==> src/rtl/store_lane_packer.sv <==
// store_lane_packer
//
// Purpose:
//   Packs an SB/SH/SW store request into the byte lanes of a word-aligned memory
//   write and generates the matching byte strobes. A misaligned store that
//   crosses a word boundary is split into two back-to-back memory beats.
//
// Ports:
//   clock, reset_n        rising-edge clock, asynchronous active-low reset
//   req_valid/req_ready   store request handshake (ready only while IDLE)
//   req_addr/data/size    byte address, register data, size (00 B, 01 H, 10 W, 11 illegal)
//   mem_valid/mem_ready   memory write beat handshake
//   mem_addr/wdata/wstrb  word-aligned address, lane-packed data, byte strobes
//   done                  one-cycle pulse once the last beat is accepted
//   err_size              one-cycle pulse when an illegal-size request is dropped
//   dbg_state             current FSM state (IDLE=0, BEAT0=1, BEAT1=2)
//
// Handshake: a transfer happens on a rising clock edge where valid and ready
// are both high. Once mem_valid is raised it stays high, and mem_addr,
// mem_wdata and mem_wstrb stay stable, until mem_ready is seen. All outputs
// are registered.

module store_lane_packer (
    input  logic        clock,
    input  logic        reset_n,
    input  logic        req_valid,
    output logic        req_ready,
    input  logic [31:0] req_addr,
    input  logic [31:0] req_data,
    input  logic [1:0]  req_size,
    output logic        mem_valid,
    input  logic        mem_ready,
    output logic [31:0] mem_addr,
    output logic [31:0] mem_wdata,
    output logic [3:0]  mem_wstrb,
    output logic        done,
    output logic        err_size,
    output logic [1:0]  dbg_state
);

    typedef enum logic [1:0] {
        IDLE  = 2'd0,
        BEAT0 = 2'd1,
        BEAT1 = 2'd2
    } state_t;

    state_t      state_q, state_d;
    logic        mem_valid_q, mem_valid_d;
    logic [31:0] mem_addr_q, mem_addr_d;
    logic [31:0] mem_wdata_q, mem_wdata_d;
    logic [3:0]  mem_wstrb_q, mem_wstrb_d;
    // Upper half of the shifted data/strobe, replayed as the second beat.
    logic [31:0] hi_data_q, hi_data_d;
    logic [3:0]  hi_strb_q, hi_strb_d;
    logic        done_q, done_d;
    logic        err_q, err_d;

    // Request-side lane packing, used only at acceptance.
    logic [31:0] masked;
    logic [3:0]  basemask;
    logic [63:0] wide;
    logic [7:0]  strb8;

    always_comb begin
        masked   = req_data;
        basemask = 4'b1111;
        case (req_size)
            2'b00: begin
                masked   = {24'b0, req_data[7:0]};
                basemask = 4'b0001;
            end
            2'b01: begin
                masked   = {16'b0, req_data[15:0]};
                basemask = 4'b0011;
            end
            default: begin
                masked   = req_data;
                basemask = 4'b1111;
            end
        endcase
        wide  = {32'b0, masked} << {req_addr[1:0], 3'b000};
        strb8 = {4'b0, basemask} << req_addr[1:0];
    end

    always_comb begin
        state_d     = state_q;
        mem_valid_d = mem_valid_q;
        mem_addr_d  = mem_addr_q;
        mem_wdata_d = mem_wdata_q;
        mem_wstrb_d = mem_wstrb_q;
        hi_data_d   = hi_data_q;
        hi_strb_d   = hi_strb_q;
        done_d      = 1'b0;
        err_d       = 1'b0;

        case (state_q)
            IDLE: begin
                if (req_valid) begin
                    if (req_size == 2'b11) begin
                        // Illegal size: drop the request, no memory traffic.
                        err_d = 1'b1;
                    end else begin
                        state_d     = BEAT0;
                        mem_valid_d = 1'b1;
                        mem_addr_d  = {req_addr[31:2], 2'b00};
                        mem_wdata_d = wide[31:0];
                        mem_wstrb_d = strb8[3:0];
                        hi_data_d   = wide[63:32];
                        hi_strb_d   = strb8[7:4];
                    end
                end
            end
            BEAT0: begin
                if (mem_valid_q && mem_ready) begin
                    if (hi_strb_q != 4'b0000) begin
                        // Word-crossing store: second beat follows with no bubble.
                        // The address add wraps naturally at 2^32.
                        state_d     = BEAT1;
                        mem_addr_d  = mem_addr_q + 32'd4;
                        mem_wdata_d = hi_data_q;
                        mem_wstrb_d = hi_strb_q;
                    end else begin
                        state_d     = IDLE;
                        mem_valid_d = 1'b0;
                        done_d      = 1'b1;
                    end
                end
            end
            BEAT1: begin
                if (mem_valid_q && mem_ready) begin
                    state_d     = IDLE;
                    mem_valid_d = 1'b0;
                    done_d      = 1'b1;
                end
            end
            default: begin
                state_d     = IDLE;
                mem_valid_d = 1'b0;
            end
        endcase
    end

    always_ff @(posedge clock or negedge reset_n) begin
        if (!reset_n) begin
            state_q     <= IDLE;
            mem_valid_q <= 1'b0;
            mem_addr_q  <= 32'b0;
            mem_wdata_q <= 32'b0;
            mem_wstrb_q <= 4'b0;
            hi_data_q   <= 32'b0;
            hi_strb_q   <= 4'b0;
            done_q      <= 1'b0;
            err_q       <= 1'b0;
        end else begin
            state_q     <= state_d;
            mem_valid_q <= mem_valid_d;
            mem_addr_q  <= mem_addr_d;
            mem_wdata_q <= mem_wdata_d;
            mem_wstrb_q <= mem_wstrb_d;
            hi_data_q   <= hi_data_d;
            hi_strb_q   <= hi_strb_d;
            done_q      <= done_d;
            err_q       <= err_d;
        end
    end

    assign req_ready = (state_q == IDLE);
    assign mem_valid = mem_valid_q;
    assign mem_addr  = mem_addr_q;
    assign mem_wdata = mem_wdata_q;
    assign mem_wstrb = mem_wstrb_q;
    assign done      = done_q;
    assign err_size  = err_q;
    assign dbg_state = state_q;

endmodule

==> config.mk <==
export PLATFORM = sky130hd
export DESIGN_NAME = store_lane_packer
export DESIGN_NICKNAME = d
export VERILOG_FILES = /design/src/rtl/store_lane_packer.sv
export SDC_FILE = /design/constraint.sdc
export NUM_CORES = 1
export LEC_CHECK = 0
export BUFFER_PORTS_ARGS = -buffer_cell sky130_fd_sc_hd__buf_2
export CORE_MARGIN = 8
export CORE_UTILIZATION = 41
export CTS_BUF_LIST = sky130_fd_sc_hd__clkbuf_2 sky130_fd_sc_hd__clkbuf_4 sky130_fd_sc_hd__clkbuf_8
export CTS_CLUSTER_DIAMETER = 150
export CTS_CLUSTER_SIZE = 20
export DETAILED_ROUTE_END_ITERATION = 8
export GPL_ROUTABILITY_DRIVEN = 0
export GPL_TIMING_DRIVEN = 0
export PLACE_DENSITY = 0.66
export SLEW_MARGIN = 25
export SYNTH_ARGS = -nofsm -noshare
export SYNTH_HDL_FRONTEND = slang
export SYNTH_SLANG_ARGS = --single-unit
==> constraint.sdc <==
create_clock -name clock -period 2.7 [get_ports clock]
set_input_delay 0.405 -clock clock [delete_from_list [all_inputs] [get_ports clock]]
set_output_delay 0.405 -clock clock [all_outputs]
set_load 0.005 [all_outputs]
; ---- Yosys cells after proc, flatten, opt, wreduce, memory -nomap -nowiden
; Index checks and enable logic that the tools add are counted.
; Widths: inputs -> output; s select.
[word_totals]
ff_bits = 109
in_bits = 70
word_cells = 68
[op_classes]
n_addsub = 1
eq_ne = 10
n_shift = 2
n_mux = 36
bitwise_logic = 1
n_reduce_logical = 9
[op_table]
columns = cell, count
row1 = $mux 32, 8
row2 = $pmux 32 s2, 3
row3 = $shl 32x5->64, 1
row4 = $add 32x3->32 const B, 1
row5 = $mux 4, 4
row6 = $pmux 4 s2, 2
row7 = $ne 2x2->1 const B, 6
row8 = $mux 1, 11
row9 = $mux 2, 5
row10 = $reduce_and 5->1, 2
row11 = $shl 4x2->8, 1
row12 = $pmux 2 s3, 1
row13 = $eq 2x1->1 const B, 2
row14 = $eq 2x2->1 const B, 2
row15 = $logic_not 2->1, 2
row16 = $reduce_and 4->1, 1
row17 = $reduce_bool 4->1, 1
row18 = $pmux 1 s3, 1
row19 = $reduce_and 3->1, 1
row20 = $pmux 1 s2, 1
row21 = $reduce_bool 2->1, 1
row22 = $logic_and 1x1->1, 1
row23 = $not 1->1, 1

; ---- Logic depth before layout (Yosys ltp)
[depth]
ltp_word = 6
ltp_mapped = 10
mapped_depth_nobuf = 7

; ---- Least setup slack after synthesis
; OpenSTA, ideal clock, no wires.
[synth_path]
path_type = reg2reg
startpoint = reg mem_addr_q[2] (netlist: mem_addr[2])
endpoint = reg mem_addr_q[18] (netlist: mem_addr[18])
setup_ps = 137
arrival_ps = 1996
t_required_ps = 2563
slack_ps = 566
path_stages_with_launch = 8
n_path_buf = 1
period_less_slack_ps = 2134
cell_sequence = dfrtp_1 -> ha_1 -> nand3_1 -> or4_4 -> buf_6 -> or4_1 -> o21ai_0 -> a2bb2oi_1
[synth_via]
elab_chain_len = 4
[synth_lines]
columns = element, line
row1 = start: declaration, 49  ; logic [31:0] mem_addr_q, mem_addr_d;
row2 = start signal: assignment, 157  ; mem_addr_q <= mem_addr_d;
row3 = $add 32x3->32, 119  ; mem_addr_d = mem_addr_q + 32'd4;
row4 = $mux 32, 115  ; if (hi_strb_q != 4'b0000) begin
row5 = $mux 32, 114  ; if (mem_valid_q && mem_ready) begin
row6 = $pmux 32 s2, 96  ; case (state_q)
; Every way passes these cells. The select of a mux whose other input is x is not followed.
; A chain may end at the register's enable or synchronous reset.

; ---- Final worst setup path
[layout_path]
startpoint = reg state_q[1] (netlist: dbg_state[1])
endpoint = reg mem_wdata_q[5] (netlist: mem_wdata[5])
[layout_via]
elab_chain_len = 3
word_cells_on_any_way = 9
[layout_lines]
columns = element, line
row1 = start: declaration, 47  ; state_t state_q, state_d;
row2 = start signal: assignment, 155  ; state_q <= state_d;
row3 = $eq 2x1->1 or $logic_not 2->1 (tied branches), 96
row4 = $ne 2x2->1 (no line) or $reduce_bool 2->1 (tied branches), n/a
row5 = $reduce_and 5->1 (no line), n/a
row6 = end signal: assignment, 158  ; mem_wdata_q <= mem_wdata_d;
row7 = end: declaration, 50  ; logic [31:0] mem_wdata_q, mem_wdata_d;
; Several ways; a longest one is shown, not always the timed one.

==> key figures <==
Placed design
  • Dpl cells: between 900 and 1,000
  • Post-DP HPWL: 14.8 mm
  • DP Area: approximately 6300 sq um
  • PortBufs: 139

Logic synthesis
  • Synth cell types: 58
  • Synth Area in XOR/XNOR: 0%
  • Number of flops mapped to enable cells by yosys: 0
  • Synthesized area: about 5400 sq um
  • Adder-cell share of the synthesized area: less than 1%
  • Post-synth ARST share: 100%
  • Yosys warning total: 0
  • Post-synthesis cell count: 620
  • Compound-Gate Fraction of Synth Area: about 29%
  • Mean Syn Cell Area: 8.69 sq um
  • Mux cell area share after synthesis: about 3.2%
  • Ys flop type: dfrtp_1
  • Main combinational cell family by area after synthesis: compound AO/OA/AOI/OAI gates
  • Seq/Total Area, Yosys: between 40% and 50%
  • Seq cells post-synth: ~100
  • Post-synthesis simple-gate area fraction: about 17%

Pwr
  • P_leak: 2.93 nW
  • Worst vdd ir: around 0.46 mV
  • Power after layout: between 7 and 8 mW
  • PwrDens: between 1000 and 1500 nW/um^2

Clocking
  • CTS tree: done
  • CTS Buf Count: 9
  • Clock slew at reported path FFs: 0.10 ns
  • Clk buf depth: 2
  • H-tree depth: 3
  • Clock sink total: between 90 and 100
  • Root buf cell: clkbuf_8
  • Clk Latency, worst-skew pair: approximately 0.40 ns

Detailed routing
  • 1st-pass router iterations: 8
  • Post-route ant nets: 0
  • Drt drc: 0
  • Drt wl/cell: roughly 21 um
  • Vias per cell: 6.12
  • Final wirelength: 19.8 mm
  • Number of DRC markers in iteration 0: about 620
  • Vias: approximately 5,800

Run
  • Max_cap viols: 0

Global routing
  • Antenna violations before repair: 0
  • Vias in the first global route: roughly 6,000
  • First-pass GRT wire length: between 30 and 40 mm
  • Largest net degree at the start of global routing: ~70
  • Final global-route overflow total: 0
  • GRT Total Usage: 23.7%

STA
  • Min Tclk post-route: 2.51 ns
  • RSZ-0062 raised after global routing: false
  • Slew Limit Fails: 0
  • Fmax: about 0.40 GHz
  • Worst-Margin Slew: just under 0.9 ns
  • Layout Skew: about 0.018 ns
  • Final Hold Vio Count: 0
  • Period utilisation layout: about 93%
  • Final Setup Violations: 0
  • Setup TNS: 0 ns
  • Worst relative slew slack: 40.8%

Floorplanning
  • Die ar.: about 17,000 sq um
  • Die extent in y: 131 um
  • Core area: approximately 13,000 sq um
  • Initial core utilization: between 40% and 50%
  • IO Pins: about 140
  • DIE WIDTH: approximately 130 um
  • FP Rows: 42

Finish
  • P&R area growth vs syn: 21.9%
  • Diodes inserted: 0
  • Design Area, Final: around 6600 sq um
  • Share of cells above drive strength 1: between 20% and 30%
  • Finished Layout Cells: between 900 and 1,000
  • Final nets: roughly 850
  • Fin util: roughly half
  • Fill count: around 1,300

Critical path
  • Slowest Stage Delay on Critical Path: approximately 0.47 ns
  • Flop2flop setup slack: between 0.15 and 0.2 ns
  • Worst path required time: between 3 and 4 ns
  • Critical path class: reg -> reg
  • CP max-delay cell: clkbuf_1
  • Crit path launch type: flop
  • WP data arrival: around 2.8 ns
  • Setup crit end kind: flop
  • Crit path cell chain: inv_1 -> ha_1 -> clkbuf_1 -> inv_1 -> nor2_1 -> o21ai_2 -> clkbuf_1 -> a221oi_1 -> nor2_1
  • Worst Path Max Fanout: 10

Run status
  • Outcome: finished, final reports clean

Min path
  • Tightest Hold Check Type: in -> reg
==> metrics by stage <==
step           setup WS (ns)  hold WS (ns)
6_report               0.191         0.280
3_3_place_gp           0.110         0.462
4_1_cts               0.0325         0.270
5_1_grt               0.0219         0.274
2_1_floorplan          0.566         0.109
3_5_place_dp          0.0418         0.301
==> cell usage in the layout, fill, tap and decap left out, drive strengths merged, types with 2 or more instances in the layout <==
cell type,count
buf,150
dfrtp,98
nand2,90
o21ai,72
a21oi,55
nor2,51
clkbuf,48
nand3,24
a221oi,17
a22o,16
o22ai,14
inv,13
a22oi,12
mux2,10
nand4,9
a32o,8
o2bb2ai,8
a2bb2oi,7
nor3,7
mux2i,6
nor4,4
a31oi,4
ha,4
o41ai,4
or4,4
o22a,3
or2,3
clkinv,3
nor3b,2
nor2b,2
a21o,2
o311ai,2
and4,2
o211ai,2
o32ai,2
o31ai,2
nand2b,2
conb,2
or3,2
==> flip-flops by register name (all words and copies together), names as in the netlist <==
| register | flops |
|---|---|
| mem_addr | 30 |
| dbg_state | 2 |
| done | 1 |
| hi_data_q | 24 |
| err_size | 1 |
| mem_valid | 1 |
| hi_strb_q | 3 |
| mem_wdata | 32 |
| mem_wstrb | 4 |
==> worst max-delay path, delay by kind of cell, from the launching register on <==
kind | cells | cell delay, ns
adders and majority gates | 1 | 0.19
AOI/OAI and AO/OA | 2 | 0.54
and+or+nand+nor | 2 | 0.28
DFF | 1 | 0.42
buffers and inverters | 4 | 0.99
==> worst paths after layout <==
kind,cells after the start,end,startpoint
hold reg to reg,2,mem_wdata[16]$_DFFE_PN0P_,mem_wdata[16]$_DFFE_PN0P_
setup reg to reg,9,mem_wdata[5]$_DFFE_PN0P_,dbg_state[1]$_DFFE_PN0P_
max in group asynchronous,3,mem_wdata[3]$_DFFE_PN0P_,reset_n
setup / recovery,9,mem_wdata[5]$_DFFE_PN0P_,dbg_state[1]$_DFFE_PN0P_
hold / removal,2,hi_data_q[22]$_DFFE_PN0P_,req_data[30]
min in group asynchronous,2,mem_wdata[27]$_DFFE_PN0P_,reset_n
==> where the power goes <==
group / switching (mW) / internal (mW) / total (mW)
sequential: 0.568 / 2.10 / 2.67
clock: 0.580 / 0.452 / 1.03
combinational: 2.34 / 1.41 / 3.75
total: 3.49 / 3.96 / 7.45
==> logic make-up after synthesis <==
family,Yosys count
compound gates,236
fa+ha+maj,4
buf+inv,61
flops,98
mux,16
other cells,1
simple gates,204
==> what timing repair did <==
action / in CTS / in global routing
setup endpoints to repair: 3 / 64
hold buffers: 1 / 0
gates resized for setup: 1 / 11
buffers inserted: 0 / 0
endpoints found under the hold margin: 28 / 0
==> Yosys cell counts, types with 2 or more instances <==
| master | count | share of area, % |
|---|---|---|
| ha_1 | 4 | 0.93 |
| nand2_1 | 90 | 6.3 |
| or4_1 | 3 | 0.42 |
| o2bb2ai_1 | 8 | 1.3 |
| o21ai_0 | 70 | 6.5 |
| a22oi_1 | 12 | 1.7 |
| inv_1 | 11 | 0.77 |
| a2bb2oi_1 | 7 | 1.1 |
| nand2b_1 | 2 | 0.23 |
| a32o_1 | 8 | 1.5 |
| a221oi_1 | 17 | 2.8 |
| nor3_1 | 7 | 0.65 |
| o211ai_1 | 2 | 0.28 |
| nor4_1 | 4 | 0.46 |
| mux2_2 | 10 | 2.1 |
| nand3_1 | 23 | 2.1 |
| o22a_1 | 3 | 0.49 |
| a21o_1 | 2 | 0.28 |
| and4_1 | 2 | 0.33 |
| dfrtp_1 | 98 | 46 |
| nor2b_1 | 2 | 0.23 |
| o311ai_0 | 2 | 0.33 |
| a21oi_1 | 54 | 5.0 |
| nor2_1 | 51 | 3.6 |
| nor3b_1 | 2 | 0.28 |
| o22ai_1 | 14 | 1.6 |
| a22o_1 | 16 | 2.6 |
| o31ai_1 | 2 | 0.28 |
| nand4_1 | 9 | 1.0 |
| a31oi_1 | 4 | 0.46 |
| o21ai_1 | 2 | 0.19 |
| or2_2 | 2 | 0.23 |
| mux2i_1 | 6 | 1.1 |
| buf_4 | 2 | 0.28 |
| o41ai_1 | 3 | 0.49 |
| buf_1 | 6 | 0.42 |
| clkbuf_1 | 38 | 2.6 |
| o32ai_1 | 2 | 0.33 |
==> final cells by class <==
cell class	count	area [sq um]	share of cell area, %
multi-input combinational	462	2700	41.1
sequential	98	2450	37.3
timing repair buffer	141	739	11.3
tap	176	220	3.35
buffer	48	205	3.12
clock buffer	10	131	2.00
clock inverter	6	75.1	1.14
inverter	12	45.0	0.685
==> per-layer routing <==
layer	routed length [um]	up-vias	GRT usage, %	share of wire (%)
li1	-	2601	-	-
met4	591	0	10.1	3.0
met1	8120	2791	30.3	41
met3	1980	53	4.91	10
met2	9090	383	38.2	46
met5	0	-	0	0
Power figures use the tool's default switching activity.
